## src/rtl/maxnet_host.sv

```systemverilog
// Host-side sequencer for the MAXNET core: buffers four input words, resets
// the controller, bounds the iteration count and holds the result for the consumer.
module maxnet_host #(
    parameter int WIDTH     = 32,
    parameter int ITER_BITS = 8
) (
    input  logic                   clk,
    input  logic                   rst,
    input  logic                   in_valid,
    input  logic [WIDTH-1:0]       in_data,
    output logic                   in_ready,
    input  logic [ITER_BITS-1:0]   max_iter,
    output logic                   ctrl_rst,
    output logic [4*WIDTH-1:0]     dp_data,
    input  logic                   iter_pulse,
    input  logic                   done,
    input  logic [1:0]             res_mux,
    output logic                   force_end,
    output logic                   out_valid,
    input  logic                   out_ready,
    output logic [1:0]             out_winner,
    output logic [ITER_BITS-1:0]   out_iters,
    output logic                   out_timeout
);

    typedef enum logic [2:0] {
        S_IDLE,
        S_FILL,
        S_KICK,
        S_RUN,
        S_HOLD
    } state_t;

    state_t                 state;
    state_t                 state_nxt;
    logic [3:0][WIDTH-1:0]  slots;
    logic [1:0]             fill_idx;
    logic                   kick_cnt;
    logic [ITER_BITS-1:0]   iter_cnt;
    logic [ITER_BITS-1:0]   limit;
    logic                   tmo_flag;
    logic                   accept;
    logic                   iter_inc;
    logic [ITER_BITS-1:0]   cnt_nxt;

    assign accept   = in_valid & in_ready;
    assign dp_data  = slots;

    // Counter saturates at all-ones instead of wrapping.
    assign iter_inc = iter_pulse && (iter_cnt != {ITER_BITS{1'b1}});
    assign cnt_nxt  = iter_cnt + (iter_inc ? ITER_BITS'(1) : ITER_BITS'(0));

    always_ff @(posedge clk) begin
        if (!rst) begin
            state <= S_IDLE;
        end else begin
            state <= state_nxt;
        end
    end

    always_comb begin
        state_nxt = state;
        case (state)
            S_IDLE: begin
                if (accept) state_nxt = S_FILL;
            end
            S_FILL: begin
                if (accept && fill_idx == 2'd3) state_nxt = S_KICK;
            end
            S_KICK: begin
                if (kick_cnt) state_nxt = S_RUN;
            end
            S_RUN: begin
                if (done) state_nxt = S_HOLD;
            end
            S_HOLD: begin
                if (out_ready) state_nxt = S_IDLE;
            end
            default: state_nxt = S_IDLE;
        endcase
    end

    // The controller is held in reset whenever this block is in reset.
    always_comb begin
        in_ready  = 1'b0;
        ctrl_rst  = 1'b0;
        force_end = 1'b0;
        out_valid = 1'b0;
        if (!rst) begin
            ctrl_rst = 1'b1;
        end else begin
            case (state)
                S_IDLE: in_ready = 1'b1;
                S_FILL: in_ready = 1'b1;
                S_KICK: ctrl_rst = 1'b1;
                S_RUN:  force_end = (iter_cnt >= limit);
                S_HOLD: out_valid = 1'b1;
                default: ;
            endcase
        end
    end

    always_ff @(posedge clk) begin
        if (!rst) begin
            slots       <= '0;
            fill_idx    <= 2'd0;
            kick_cnt    <= 1'b0;
            iter_cnt    <= '0;
            limit       <= '0;
            tmo_flag    <= 1'b0;
            out_winner  <= 2'd0;
            out_iters   <= '0;
            out_timeout <= 1'b0;
        end else begin
            case (state)
                S_IDLE: begin
                    if (accept) begin
                        slots[0] <= in_data;
                        fill_idx <= 2'd1;
                        limit    <= max_iter;
                        iter_cnt <= '0;
                        tmo_flag <= 1'b0;
                    end
                end
                S_FILL: begin
                    if (accept) begin
                        slots[fill_idx] <= in_data;
                        fill_idx        <= fill_idx + 2'd1;
                        kick_cnt        <= 1'b0;
                    end
                end
                S_KICK: begin
                    kick_cnt <= 1'b1;
                end
                S_RUN: begin
                    iter_cnt <= cnt_nxt;
                    if (force_end) tmo_flag <= 1'b1;
                    // A done coinciding with the first forced cycle still counts as a timeout.
                    if (done) begin
                        out_winner  <= res_mux;
                        out_iters   <= cnt_nxt;
                        out_timeout <= tmo_flag | force_end;
                    end
                end
                default: ;
            endcase
        end
    end

endmodule

```

## config.mk

```make
export PLATFORM = sky130hd
export DESIGN_NAME = maxnet_host
export DESIGN_NICKNAME = d
export VERILOG_FILES = /design/src/rtl/maxnet_host.sv
export SDC_FILE = /design/constraint.sdc
export NUM_CORES = 1
export LEC_CHECK = 0
export BUFFER_PORTS_ARGS = -buffer_cell sky130_fd_sc_hd__buf_2
export CAP_MARGIN = 20
export CORE_AREA = 2 2 124 126
export CTS_CLUSTER_DIAMETER = 200
export DETAILED_ROUTE_END_ITERATION = 6
export DIE_AREA = 0 0 126 128
export HOLD_SLACK_MARGIN = 0.08
export PLACE_DENSITY = 0.7
export SLEW_MARGIN = 15
export SYNTH_ARGS = -nofsm -noshare
export SYNTH_HDL_FRONTEND = slang
export SYNTH_SLANG_ARGS = --single-unit
```

## constraint.sdc

```tcl
create_clock -name clk -period 6.2 [get_ports clk]
set_clock_uncertainty 0.2 [all_clocks]
set_input_delay 1.55 -clock clk [delete_from_list [all_inputs] [get_ports clk]]
set_output_delay 1.55 -clock clk [all_outputs]
set_load 0.02 [all_outputs]
```

==> PnR_summary.wiki <==
{| class="wikitable"
! Metric !! Value
|-
| Result of the run || finished clean
|-
| Warnings, synthesis || 0
|-
| Main flop type after synthesis || sky130_fd_sc_hd__dfxtp_1
|-
| Buffers & Inverters on Critical Path || 2
|-
| Shortest period the worst path allows || 4.44 ns
|-
| Final hold viol count || 0
|-
| Actual slew at the worst max-slew pin || 0.634 ns
|-
| Number of max-slew violations in the final report || 0
|-
| Worst hold start || dp_data[14]$_SDFFE_PN0P_
|-
| CTS tree || done
|-
| Setup total negative slack || 0 ns
|-
| Area inside the core boundary || 14900 µm²
|-
| Compound-cell area share of the yosys netlist || 0.206
|-
| Via count of the first global-routing pass || 5133
|-
| Post-synthesis sequential area ratio || 0.493
|-
| Endpoint class of the critical path || output port
|-
| Overall die area || 16100 µm²
|-
| Largest cells by area after synthesis || sky130_fd_sc_hd__dfxtp_1, sky130_fd_sc_hd__nand2_1, sky130_fd_sc_hd__a21boi_1
|-
| Critical Path Slowest Stage Cell || sky130_fd_sc_hd__buf_4
|-
| Clock-pin slew on the worst setup and hold paths || 0.06 ns
|-
| Category of the worst setup path launch point || input pin
|-
| Synth-to-layout area growth || 24.5%
|-
| Critical path's top delay family || buffers and inverters
|-
| Number of input and output port buffers inserted || 190
|-
| Grt ovf || 0
|-
| Last weighted congestion value of the routability-driven placer || 0.818
|-
| Synth Area in Simple Gates || 0.212
|-
| Number of antenna violations at the first check in global routing || 0
|-
| Pwr per Cell Area || 276 nW/µm²
|-
| Most instantiated cells after synthesis || sky130_fd_sc_hd__nand2_1, sky130_fd_sc_hd__dfxtp_1, sky130_fd_sc_hd__a21boi_1
|-
| Kind of critical path || in -> out
|-
| Main combinational cell family by area after synthesis || simple AND/OR/NAND/NOR gates
|-
| Fraction of final layout cells with drive strength greater than 1 || 0.252
|-
| Post-DR vias/cell || 5.01
|-
| Hold buffer count at cts || 0
|-
| RSZ-0062 raised after global routing || false
|-
| Capture endpoint of the worst hold path || dp_data[14]$_SDFFE_PN0P_
|-
| Buffer cell driving the clock tree root || sky130_fd_sc_hd__clkbuf_16
|-
| Post-detailed-routing wire length || 16800 µm
|-
| Share of async-settable or async-resettable flops after synthesis || 0
|-
| Cell taking the most area after synthesis || sky130_fd_sc_hd__dfxtp_1
|-
| Mean cell area of the mapped netlist || 8.45 µm²
|-
| Final clock period utilization by the worst path || 0.715
|-
| Synthesized cell area || 6580 µm²
|-
| First DRT Iteration DRCs || 358
|-
| Number of cell rows || 45
|-
| Number of optimization iterations in the first detailed-route pass || 4
|-
| Post-synthesis instance total || 778
|-
| Post-CTS resize count || 0
|-
| Static power due to leakage || 3.51 nW
|-
| Number of sinks on the clock net || 162
|-
| CTS H-tree lvls || 4
|-
| Power after layout || 2.26 mW
|-
| Post-synth EDFFs || 0
|-
| IR Drop Worst-Case VDD || 0.000176 V
|-
| Post-synthesis adder-cell area fraction || 0.0266
|-
| Clock latency reported for the late side of the worst-skew pair || 0.42 ns
|-
| Fillers || 1436
|-
| Reg area || 3240 µm²
|-
| Starting utilization of the core area || 0.442
|-
| FF-to-FF path depth || 6
|-
| Largest fanout on the critical path || 49
|-
| Max-Slew Margin vs Limit || 0.578
|-
| Fraction of synthesized cell area taken by the top area cell type || 0.493
|-
| Instance count after placement with tap cells included || 1112
|-
| Number of buffers inserted by post-CTS setup repair || 0
|-
| Cell breakdown of the critical path || buf_4, nor2b_1, nand4_1, o21ai_1, buf_2
|-
| Die boundary width || 126 µm
|-
| Post-synthesis cell type count || 43
|-
| Diodes inserted || 0
|-
| Data arrival time of the critical path || 2.69 ns
|-
| Xor and xnor fraction of the mapped netlist area || 0.00799
|-
| Residual antenna-violating net count after detailed routing || 0
|-
| Portion of netlist area occupied by mux cells || 0.00171
|-
| Hold Path Cell Cnt || 2
|-
| Global-route wire length before repair || 27100 µm
|-
| Detailed placement HPWL || 11300 µm
|-
| Synth Net Count || 840
|-
| Per-cell routed wire length || 14.7 µm
|-
| Via count of the routed design || 5732
|-
| Maximum clock frequency || 0.225 GHz
|-
| Reg-to-Reg End || dp_data[82]$_SDFFE_PN0P_
|-
| Multi-input logic area || 3000 µm²
|-
| Clock buffers created by TritonCTS || 17
|-
| Number of synthesized register bits || 162
|-
| Most frequent cell after synthesis || sky130_fd_sc_hd__nand2_1
|-
| IO Count || 191
|-
| Aggregate global-route resource usage || 0.210
|-
| Maximum number of pins on one net before global-route repair || 65
|-
| Number of nets in the layout || 1006
|-
| Max clock buf depth || 2
|-
| Critical register-to-register path startpoint || state[1]$_SDFFE_PN0P_
|-
| Final setup violation count || 0
|-
| Minimum setup slack among reg-to-reg paths || 3.87 ns
|-
| Max-cap violation count || 0
|-
| Required time of the critical path || 4.45 ns
|-
| Die height || 128 µm
|-
| Slowest Stage Delay on Critical Path || 0.34 ns
|-
| Total DRC errors in the routed layout || 0
|-
| Type of the most critical hold path || reg -> reg
|-
| Filler-free cell count of the finished design || 1145
|}
==> layout by cell type (no fill, tap or decap), drive strengths merged, types with 4 or more instances in the layout <==
cell      instances
nand2           301
buf             201
dfxtp           162
a21boi          145
clkbuf           19
inv              15
ha               14
o21ai            13
nor2             10
nand3             8
a21oi             6
and2              6
o211a             5
clkinvlp          5
o21a              4
xnor2             4
==> where the power goes <==
| group | internal (mW) | switching, mW |
|---|---|---|
| Clock | 0.621 | 0.447 |
| Sequential | 1.05 | 0.00819 |
| Combinational | 0.0505 | 0.0773 |
==> state kept, by name, indices dropped and copies added, names as in the netlist <==
| name | count |
|---|---|
| dp_data | 128 |
| iter_cnt | 8 |
| limit | 8 |
| out_iters | 8 |
| state | 3 |
| fill_idx | 2 |
| out_winner | 2 |
| kick_cnt | 1 |
| out_timeout | 1 |
| tmo_flag | 1 |
==> worst max path at each step <==
stage,slack [ns],cells after the start,end,startpoint
floorplan,2.12,2,out_valid,rst
global placement,1.76,5,force_end,rst
detailed placement,1.74,5,force_end,rst
CTS,1.74,5,force_end,rst
global route,1.61,5,force_end,rst
finish,1.76,5,force_end,rst
==> tightest hold or removal path, stage by stage (launching register included) <==
cell	delay (ns)
sky130_fd_sc_hd__dfxtp_1	0.31
sky130_fd_sc_hd__nand2_1	0.05
sky130_fd_sc_hd__a21boi_1	0.05
==> logic make-up after synthesis <==
family                   count (synthesis)
adder cells (fa/ha/maj)                 14
XOR/XNOR                                 6
buffers and inverters                   65
flip-flops                             162
AO/OA/AOI/OAI                          185
AND/OR/NAND/NOR                        345
multiplexers                             1
==> layout make-up <==
cell class | count | share of cell area
repair buffers | 201 | 0.130
flip-flops and latches | 162 | 0.396
clock inverters | 13 | 0.0182
well taps | 188 | 0.0287
clock buffers | 19 | 0.0553
multi-input cells | 551 | 0.367
inverters | 11 | 0.00504
==> through the flow <==
stage          setup slack (ns)  hold slack [ns]  utilization  cell area (µm²)
3_3_place_gp               1.76            0.238        0.507             7540
6_report                   1.76            0.247        0.551             8190
3_5_place_dp               1.74            0.242        0.508             7560
2_1_floorplan              2.12            0.235            -             6580
5_1_grt                    1.61            0.265        0.551             8190
4_1_cts                    1.74            0.250        0.549             8160
==> per-layer routing <==
layer,vias to the layer above,global-route usage,routed length [µm]
met2,170,0.339,7770
met5,-,0,0
met3,20,0.0513,1090
met4,0,0.0679,243
met1,2667,0.279,7730
li1,2875,-,-
(Power assumes the default switching activity.)
